$ cat config.mk
export PLATFORM = sky130hd
export DESIGN_NAME = unidade_controle_sinfonia
export DESIGN_NICKNAME = d
export VERILOG_FILES = /design/src/rtl/unidade_controle_sinfonia.sv
export SDC_FILE = /design/constraint.sdc
export NUM_CORES = 1
export LEC_CHECK = 0
export ABC_AREA = 1
export BUFFER_PORTS_ARGS = -buffer_cell sky130_fd_sc_hd__buf_4
export CORE_MARGIN = 5
export CORE_UTILIZATION = 43
export DETAILED_ROUTE_END_ITERATION = 8
export GPL_TIMING_DRIVEN = 0
export PLACE_DENSITY = 0.91
export SLEW_MARGIN = 20
export SYNTH_ARGS = -nofsm -noshare
export SYNTH_HDL_FRONTEND = slang
export SYNTH_SLANG_ARGS = --single-unit
$ cat constraint.sdc
create_clock -name clock -period 2.5 [get_ports clock]
set_input_delay 0.5 -clock clock [delete_from_list [all_inputs] [get_ports clock]]
set_output_delay 0.5 -clock clock [all_outputs]
set_load 0.02 [all_outputs]
$ cat src/rtl/unidade_controle_sinfonia.sv
// Sinfonia game control unit: Moore FSM that sequences fluxo_dados.
// Plays the melody prefix, collects player notes, scores each round.
module unidade_controle_sinfonia (
  input  logic       clock,
  input  logic       reset,
  input  logic       iniciar,
  input  logic       sel_musica,
  input  logic       sel_nivel,
  input  logic       enderecoIgualLimite,
  input  logic       botoesIgualMemoria,
  input  logic       fimL,
  input  logic       tem_jogada,
  input  logic       timeout,
  input  logic       muda_nota,
  output logic       memoria,
  output logic       nivel,
  output logic       zera_contador_rodada,
  output logic       enable_contador_rodada,
  output logic       zera_contador_jogada,
  output logic       enable_contador_jogada,
  output logic       zera_registrador_botoes,
  output logic       enable_registrador_botoes,
  output logic       zeraT,
  output logic       contaT,
  output logic       zera_timeout_buzzer,
  output logic       conta_timeout_buzzer,
  output logic       mostraJ,
  output logic       mostraB,
  output logic       contaErro,
  output logic       zeraErro,
  output logic       zeraPontos,
  output logic       regPontos,
  output logic       calcular,
  output logic       sel_memoria_arduino,
  output logic       activateArduino,
  output logic       pronto,
  output logic       ganhou,
  output logic       perdeu_timeout,
  output logic [3:0] db_estado
);

  typedef enum logic [3:0] {
    INICIAL       = 4'd0,
    PREPARA       = 4'd1,
    INICIO_RODADA = 4'd2,
    MOSTRA        = 4'd3,
    PROX_MOSTRA   = 4'd4,
    FIM_MOSTRA    = 4'd5,
    ESPERA        = 4'd6,
    REGISTRA      = 4'd7,
    COMPARA       = 4'd8,
    ERRO          = 4'd9,
    PROX_JOGADA   = 4'd10,
    CALCULA       = 4'd11,
    PROX_RODADA   = 4'd12,
    FIM_GANHOU    = 4'd13,
    FIM_TIMEOUT   = 4'd14,
    INVALIDO      = 4'd15
  } estado_t;

  estado_t estado_q, estado_d;
  logic    memoria_q, memoria_d;
  logic    nivel_q, nivel_d;

  // State register and song/level selection latches
  always_ff @(posedge clock) begin
    if (reset) begin
      estado_q  <= INICIAL;
      memoria_q <= 1'b0;
      nivel_q   <= 1'b0;
    end else begin
      estado_q  <= estado_d;
      memoria_q <= memoria_d;
      nivel_q   <= nivel_d;
    end
  end

  // Next-state logic and Moore output decode
  always_comb begin
    estado_d                  = estado_q;
    memoria_d                 = memoria_q;
    nivel_d                   = nivel_q;
    zera_contador_rodada      = 1'b0;
    enable_contador_rodada    = 1'b0;
    zera_contador_jogada      = 1'b0;
    enable_contador_jogada    = 1'b0;
    zera_registrador_botoes   = 1'b0;
    enable_registrador_botoes = 1'b0;
    zeraT                     = 1'b0;
    contaT                    = 1'b0;
    zera_timeout_buzzer       = 1'b0;
    conta_timeout_buzzer      = 1'b0;
    mostraJ                   = 1'b0;
    mostraB                   = 1'b0;
    contaErro                 = 1'b0;
    zeraErro                  = 1'b0;
    zeraPontos                = 1'b0;
    regPontos                 = 1'b0;
    calcular                  = 1'b0;
    sel_memoria_arduino       = 1'b0;
    activateArduino           = 1'b0;
    pronto                    = 1'b0;
    ganhou                    = 1'b0;
    perdeu_timeout            = 1'b0;
    unique case (estado_q)
      INICIAL: begin
        if (iniciar) estado_d = PREPARA;
      end
      PREPARA: begin
        zera_contador_rodada    = 1'b1;
        zera_contador_jogada    = 1'b1;
        zera_registrador_botoes = 1'b1;
        zeraErro                = 1'b1;
        zeraPontos              = 1'b1;
        zeraT                   = 1'b1;
        zera_timeout_buzzer     = 1'b1;
        memoria_d               = sel_musica;
        nivel_d                 = sel_nivel;
        estado_d                = INICIO_RODADA;
      end
      INICIO_RODADA: begin
        zera_contador_jogada = 1'b1;
        zeraErro             = 1'b1;
        zera_timeout_buzzer  = 1'b1;
        estado_d             = MOSTRA;
      end
      MOSTRA: begin
        mostraJ              = 1'b1;
        sel_memoria_arduino  = 1'b1;
        activateArduino      = 1'b1;
        conta_timeout_buzzer = 1'b1;
        if (muda_nota)
          estado_d = enderecoIgualLimite ? FIM_MOSTRA : PROX_MOSTRA;
      end
      PROX_MOSTRA: begin
        enable_contador_jogada = 1'b1;
        zera_timeout_buzzer    = 1'b1;
        estado_d               = MOSTRA;
      end
      FIM_MOSTRA: begin
        zera_contador_jogada    = 1'b1;
        zeraT                   = 1'b1;
        zera_registrador_botoes = 1'b1;
        estado_d                = ESPERA;
      end
      ESPERA: begin
        contaT  = 1'b1;
        mostraB = 1'b1;
        if (tem_jogada)   estado_d = REGISTRA;
        else if (timeout) estado_d = FIM_TIMEOUT;
      end
      REGISTRA: begin
        enable_registrador_botoes = 1'b1;
        mostraB                   = 1'b1;
        activateArduino           = 1'b1;
        estado_d                  = COMPARA;
      end
      COMPARA: begin
        mostraB         = 1'b1;
        activateArduino = 1'b1;
        if (!botoesIgualMemoria)      estado_d = ERRO;
        else if (enderecoIgualLimite) estado_d = CALCULA;
        else                          estado_d = PROX_JOGADA;
      end
      ERRO: begin
        contaErro = 1'b1;
        estado_d  = enderecoIgualLimite ? CALCULA : PROX_JOGADA;
      end
      PROX_JOGADA: begin
        enable_contador_jogada = 1'b1;
        zeraT                  = 1'b1;
        estado_d               = ESPERA;
      end
      CALCULA: begin
        calcular  = 1'b1;
        regPontos = 1'b1;
        estado_d  = fimL ? FIM_GANHOU : PROX_RODADA;
      end
      PROX_RODADA: begin
        enable_contador_rodada = 1'b1;
        estado_d               = INICIO_RODADA;
      end
      FIM_GANHOU: begin
        pronto = 1'b1;
        ganhou = 1'b1;
        if (iniciar) estado_d = PREPARA;
      end
      FIM_TIMEOUT: begin
        pronto         = 1'b1;
        perdeu_timeout = 1'b1;
        if (iniciar) estado_d = PREPARA;
      end
      INVALIDO: begin
        estado_d = INICIAL;
      end
    endcase
  end

  assign memoria   = memoria_q;
  assign nivel     = nivel_q;
  assign db_estado = estado_q;

endmodule

; ---- Word-level counts from Yosys, hierarchy flattened
; Index checks and enable logic that the tools add are counted.
[op_classes]
eq_ne = 18
n_mux = 27
reduce_logical = 15
[ops]
columns = op, n
row1 = 4-bit one-hot mux with 11 select lines, 1
row2 = 4-bit == test (second input constant), 8
row3 = 1-bit 2-to-1 mux, 21
row4 = 3-bit OR reduction, 6
row5 = 4-bit by 3-bit == test with 1-bit output (second input constant), 4
row6 = 4-bit 2-to-1 mux, 4
row7 = 2-bit OR reduction, 7
row8 = 4-bit by 2-bit == test with 1-bit output (second input constant), 2
row9 = 4-bit by 1-bit == test with 1-bit output (second input constant), 1
row10 = 4-bit logical NOT, 1
row11 = 3-bit != test (second input constant), 1
row12 = 3-bit AND reduction, 1
row13 = 2-bit 2-to-1 mux, 1
row14 = 2-bit by 1-bit != test with 1-bit output (second input constant), 1
row15 = 2-bit != test (second input constant), 1
[totals]
ff_bits = 6
input_bits = 11
out_inout_bits = 28
wordCells = 63

; ---- Depth between registers and ports, before layout
; Gate-level depths: netlist of the first run.
[logic_depth]
ltp_word = 4
mapped_depth = 10
mapped_depth_nobuf = 9

; ---- Least setup slack after synthesis of the first run
; No wires, ideal clock.
[synth_path]
kind = register -> output
start = register estado_q[0] (netlist: db_estado[0])
end = output port activateArduino
t_arrival_ns = 1.373
t_required_ns = 2.000
setup_slack_ns = 0.627
path_stages_with_launch = 5
n_path_buf = 0
cell_sequence = dfxtp_1 -> nand2_1 -> nor2_1 -> nor2_1 -> nand2_1
[synth_via]
elab_chain_len = 3
elab_cells_between_ends = 5
[synth_lines]
columns = element, line
row1 = "start, declared", 61  ; estado_t estado_q, estado_d;
row2 = "start signal, assigned", 72  ; estado_q <= estado_d;
row3 = 4-bit == test (tied with other cells), 105  ; unique case (estado_q)
row4 = 3-bit OR reduction (no line) *, -
row5 = 1-bit 2-to-1 mux *, 105
row6 = "end, declared", 35  ; output logic activateArduino,
; Mark *: on every way between the ends. The rest lies on a longest branch, timed or not.

; ---- Final worst setup path of the first run
[layout_path]
start = register estado_q[2] (netlist: db_estado[2])
end = output port mostraB
[layout_via]
elab_chain_len = 3
elab_cells_between_ends = 5
[layout_lines]
columns = element, line
row1 = 4-bit == test or 4-bit by 3-bit == test with 1-bit output (tied branches), 105
row2 = 3-bit OR reduction (no line) *, -
row3 = 1-bit 2-to-1 mux *, 105
row4 = "end, declared", 28  ; output logic mostraB,
; Marked as above.

==> impl_metrics.ini, run 1 <==
[clock_network]
cts-root-buf = clkbuf_4
ctsLongestPathBuffers = 2
cts_buffers = 3
cts_resized = 0
cts_setup_buffers = 0
cts.clk_slew.worst_paths_ns = 0.05
cts_tree = done
cts.htree.levels = 1
cts_hold_buffers = 0
clk_latency_ns = 0.25
cts.sink_count = 6

[synthesis]
ys_seq_area_share_pct = 20.5
yosysWarnings = 0
synth_top_area_share_pct = 24.3
synthCells = 113
ys_types = 19
synth.ff_latch_count = 6
synthesis.area_um2 = 587
ys_top_cells_by_area = nand2_1 24%, dfxtp_1 20%, nor2_1 15%
syn_avg_cell_area_um2 = 5.19
syn_nets = 124
yosysTopAreaCell = nand2_1

[floorplan]
boundaryPins = 39
fp.dieW_um = 46.9
start_util_pct = 45.1
coreArea_um2 = 1300
die-height_um = 46.9
dieArea_um2 = 2200
rows = 13

[timing]
slew_headroom_pct = 78.8
maxSlewViolCount = 0
setup_violations = 0
fin_setup_tns_ns = 0
worstMarginPinSlew_ns = 0.315
finalCritPeriodShare_pct = 80.0
final_hold_viol_count = 0
rsz0062_at_grt = no
fin_crit_ns = 2.00
fmax_ghz = 0.500
hold_slack_ns = 0.421
fin_skew_ns = 0.00190

[place]
port_buffers = 38
dp_hpwl_um = 1580
routabilityCongestion = 0.864

[layout]
layout-drive-gt1-share_pct = 40.3
final_common_cell = buf_4
nFillCells = 132
multi_input_area_um2 = 364
area_growth_pct = 55.7
seq_area_um2 = 120
antenna_cells = 0
final_cell_mix = 42 x buf_4, 38 x nand2_1, 24 x nor2_1, 9 x inv_2, 9 x inv_1
nNetsFinal = 167

[setup_path]
slowest_delay_ns = 0.40
crit_buf_inv = 2
critPathLaunchType = flop
worstPathArrival_ns = 1.50
crit_family = simple AND/OR/NAND/NOR gates
crit_chain = inv_1 -> nand2_1 -> nor2_1 -> nor2_1 -> nand2_1 -> buf_4
crit_fanout = 5
end_kind = output pin
crit_slowest_cell = dfxtp_1
required_ns = 2.00
critical_path_class = flop to output pin

[grt]
grt_pass1_wl_um = 2810
grt-ovfl-total = 0
antenna_found_initial = 0
grt_pass1_vias = 690
grtUsageTotal_pct = 18.0
grt_max_degree = 9

[route]
ant_nets = 0
drt_first_pass_iters = 4
drcViolationCount = 0
wl_per_cell_um = 11.1
drt-total-wl_um = 1880
dr_total_vias = 820
drt_iter0_markers = 39
post_drt_via_cell_ratio = 4.85

[min_path]
holdCritPathClass = input port to flop

[outcome]
status = finished clean

[power_and_ir_drop]
p_leak_nw = 0.583
peakVddDrop_v = 0.000876
power_density_nw_per_um2 = 1060

[job]
maxCapViolations = 0
[worst register-to-register path, delay by kind of cell (launching register included)]
family	cells	cell delay, ns
flops	1	0.47
simple gates	6	0.81
buf+inv	1	0.09
[final cells by class]
cell class,instances,area share (%)
Inverter,18,7.40
Timing Repair Buffer,38,31.2
Clock buffer,3,2.47
Sequential cell,6,13.2
Multi-Input combinational cell,84,39.9
Tap cell,15,2.05
Buffer,5,3.84
[worst paths after layout]
kind	start	endpoint	slack, ns	cells after the start
worst max-delay path	db_estado[2]	mostraB	0.50	6
worst min-delay path	reset	db_estado[0]	0.42	2
worst max register to register	db_estado[0]	db_estado[1]	1.00	7
worst min register to register	nivel	nivel	0.53	2
[per-layer routing]
layer  up-vias  GRT usage (%)  part of all wire [%]
li1        423              -                     -
met3         3           3.83                    13
met2        54           32.8                    51
met5         -              0                     0
met4         0           8.29                   1.5
met1       340           19.7                    35
[synth_stat cells]
master / number
a21oi_1: 3
buf_2: 1
buf_4: 4
dfxtp_1: 6
inv_1: 9
inv_2: 9
nand2_1: 38
nand2_2: 2
nand3_1: 3
nand3_2: 1
nand3b_1: 1
nand4_1: 1
nor2_1: 24
nor2_2: 4
nor3_1: 1
nor4_1: 1
o21ai_0: 3
o21ai_1: 1
o221ai_1: 1
[metrics by stage]
stage / util, % / total power, mW / std cells / worst slack (ns) / area (um2)
2_1_floorplan: - / 0.619 / 113 / 0.627 / 587
5_1_grt: 70.2 / 1.05 / 169 / 0.366 / 913
3_5_place_dp: 68.5 / 0.878 / 166 / 0.800 / 891
3_3_place_gp: 68.5 / 0.867 / 166 / 0.805 / 891
4_1_cts: 70.2 / 0.980 / 169 / 0.518 / 913
6_report: 70.2 / 0.970 / 169 / 0.499 / 913
[logic make-up (layout without fill, tap and decap cells)]
| family | count (synthesis) | in the layout | share of synthesized area, % |
|---|---|---|---|
| buf+inv | 23 | 64 | 17.5 |
| compound gates | 8 | 8 | 7.46 |
| flops | 6 | 6 | 20.5 |
| simple gates | 76 | 76 | 54.6 |
[report_power, final]
| part | leakage (nW) | switching, mW | internal [mW] |
|---|---|---|---|
| clock | 0.0138 | 0.0373 | 0.0544 |
| sequential | 0.0493 | 0.0401 | 0.128 |
| combinational | 0.520 | 0.436 | 0.275 |
[state kept, by name, summed over array words and instances (netlist names)]
register   cells
db_estado      4
memoria        1
nivel          1
Note: power is estimated with default switching activity, not from simulation.
==> run 2, diff against run 1 <==
--- a/config.mk
+++ b/config.mk
@@ -7,11 +7,12 @@
 export LEC_CHECK = 0
 export ABC_AREA = 1
 export BUFFER_PORTS_ARGS = -buffer_cell sky130_fd_sc_hd__buf_4
+export CORE_ASPECT_RATIO = 0.8
 export CORE_MARGIN = 5
-export CORE_UTILIZATION = 43
+export CORE_UTILIZATION = 36
 export DETAILED_ROUTE_END_ITERATION = 8
 export GPL_TIMING_DRIVEN = 0
-export PLACE_DENSITY = 0.91
+export PLACE_DENSITY = 0.82
 export SLEW_MARGIN = 20
 export SYNTH_ARGS = -nofsm -noshare
 export SYNTH_HDL_FRONTEND = slang
==> constraint.sdc (replaced) <==
create_clock -name clock -period 1.62 [get_ports clock]
set_input_delay 0.324 -clock clock [delete_from_list [all_inputs] [get_ports clock]]
set_output_delay 0.324 -clock clock [all_outputs]
set_load 0.02 [all_outputs]
==> impl_metrics.ini, run 2 (synthesis gave the netlist of run 1 again) <==
[timing]
final_hold_viol_count = 0
rsz0062_at_grt = yes
worstMarginPinSlew_ns = 0.340
fmax_ghz = 0.614
finalCritPeriodShare_pct = 100
slew_headroom_pct = 77.1
fin_skew_ns = 0.00173
fin_crit_ns = 1.63
maxSlewViolCount = 0
finalWorstSetupSlack_ns = -0.00750
setup_violations = 3

[floorplan]
boundaryPins = 39
rows = 13
start_util_pct = 36.8
die-height_um = 46.1
coreArea_um2 = 1590
fp.dieW_um = 55.1
dieArea_um2 = 2540

[setup_path]
critPathLaunchType = flop
worst_r2r_path_depth = 9
r2r-start = db_estado[3]
reg2reg_slack_ns = 0.16
end_kind = output pin
crit_fanout = 8
rr_endpoint = db_estado[1]
crit_slowest_cell = dfxtp_2
crit_chain = buf_6 -> nor2_4 -> inv_2 -> nor2_4 -> inv_2 -> nand2_1 -> buf_6
slowest_delay_ns = 0.32
critical_path_class = flop to output pin
required_ns = 1.30
worstPathArrival_ns = 1.30

[job]
maxCapViolations = 0

[layout]
final_cell_mix = 39 x buf_4, 32 x nand2_1, 17 x nor2_1, 12 x inv_2, 11 x buf_6
layout-drive-gt1-share_pct = 55.9
nFillCells = 159
utilization_pct = 68.1
largest_reg_flops = 4
area_growth_pct = 85.1
antenna_cells = 0
nNetsFinal = 174
final_common_cell = buf_4

[min_path]
holdCritPathClass = input port to flop
worstHoldStart = reset
min_to = db_estado[3]
holdPathStages = 2

[grt]
antenna_found_initial = 0
grtUsageTotal_pct = 15.6
grt-ovfl-total = 0
grt_pass1_wl_um = 2880
grt_pass1_vias = 722
grt_max_degree = 9

[outcome]
failed_checks = negative setup slack
status = finished with violations

[route]
ant_nets = 0
wl_per_cell_um = 11.2
drt_iter0_markers = 29
dr_total_vias = 859
drcViolationCount = 0
drt_first_pass_iters = 4
drt-total-wl_um = 2050
post_drt_via_cell_ratio = 4.69

[clock_network]
cts.sink_count = 6
ctsLongestPathBuffers = 2
cts-root-buf = clkbuf_4
cts.clk_slew.worst_paths_ns = 0.04
cts_tree = done
cts_hold_buffers = 0
clk_latency_ns = 0.24
cts.htree.levels = 1
cts_buffers = 3

[place]
dp_hpwl_um = 1550
port_buffers = 38
routabilityCongestion = 0.921

[power_and_ir_drop]
p_leak_nw = 0.632
total_power_mw = 1.79
power_density_nw_per_um2 = 1650
peakVddDrop_v = 0.00133
## run 2: changes by cell type in the layout (fill, tap and decap cells not counted), moves of 2 or more
cell     delta
nor2_4      +4
dfxtp_4     +2
nor2_1      -7
buf_6      +11
nand2_1     -6
inv_2       +3
buf_4       -3
dfxtp_2     +2
inv_1       -3
dfxtp_1     -4
nand2_2     +6
nor2_2      +3
## run 2: worst max path at each step
| stage | end | cells after the start | start |
|---|---|---|---|
| 2_1_floorplan | zera_timeout_buzzer | 4 | db_estado[0] |
| 3_3_place_gp | zera_timeout_buzzer | 7 | db_estado[3] |
| 3_5_place_dp | mostraJ | 6 | db_estado[0] |
| 4_1_cts | zera_timeout_buzzer | 7 | db_estado[3] |
| 5_1_grt | zeraErro | 7 | db_estado[3] |
| 6_report | zera_contador_jogada | 7 | db_estado[3] |
## run 2: worst max-delay path, delay by kind of cell (launching register included)
family	cells	cell delay (ns)
buf+inv	4	0.40
flops	1	0.32
simple gates	3	0.35
## run 2: per-layer routing
layer / global-route usage [%] / up-vias / share of wire (%)
met5: 0 / - / 0
li1: - / 438 / -
met3: 2.59 / 2 / 11
met2: 25.9 / 45 / 48
met1: 19.2 / 374 / 41
met4: 7.77 / 0 / 0.49
## run 2: per-stage QoR
step	TNS, ns	instance area (um2)	worst slack, ns	cells	hold WS (ns)
after floorplan	0	592	0.00588	113	0.393
after global placement	0	905	0.101	173	0.498
after detailed placement	0	905	0.0915	173	0.507
after CTS	-0.00421	985	-0.00421	178	0.244
after global routing	-0.507	1090	-0.0782	183	0.249
final	-0.0194	1090	-0.00750	183	0.253
## run 2: area by class of cell
class                   count  area [um2]  area share [%]
multi-input cells          84         422            38.8
repair buffers             45         368            33.9
flip-flops and latches      6         130            12.0
inverters                  18        67.6            6.22
plain buffers               5        48.8            4.49
well taps                  22        27.5            2.53
clock buffers               3        22.5            2.07
## run 2: power by group
group / internal (mW) / switching (mW)
Clock: 0.0833 / 0.0471
Combinational: 0.590 / 0.779
Sequential: 0.212 / 0.0775
## run 2: repair_timing
action | 4_1_cts | 5_1_grt
resized for setup | 16 | 21
setup endpoints to repair | 14 | 13
pin swaps | 2 | 4
setup buffers | 2 | 5
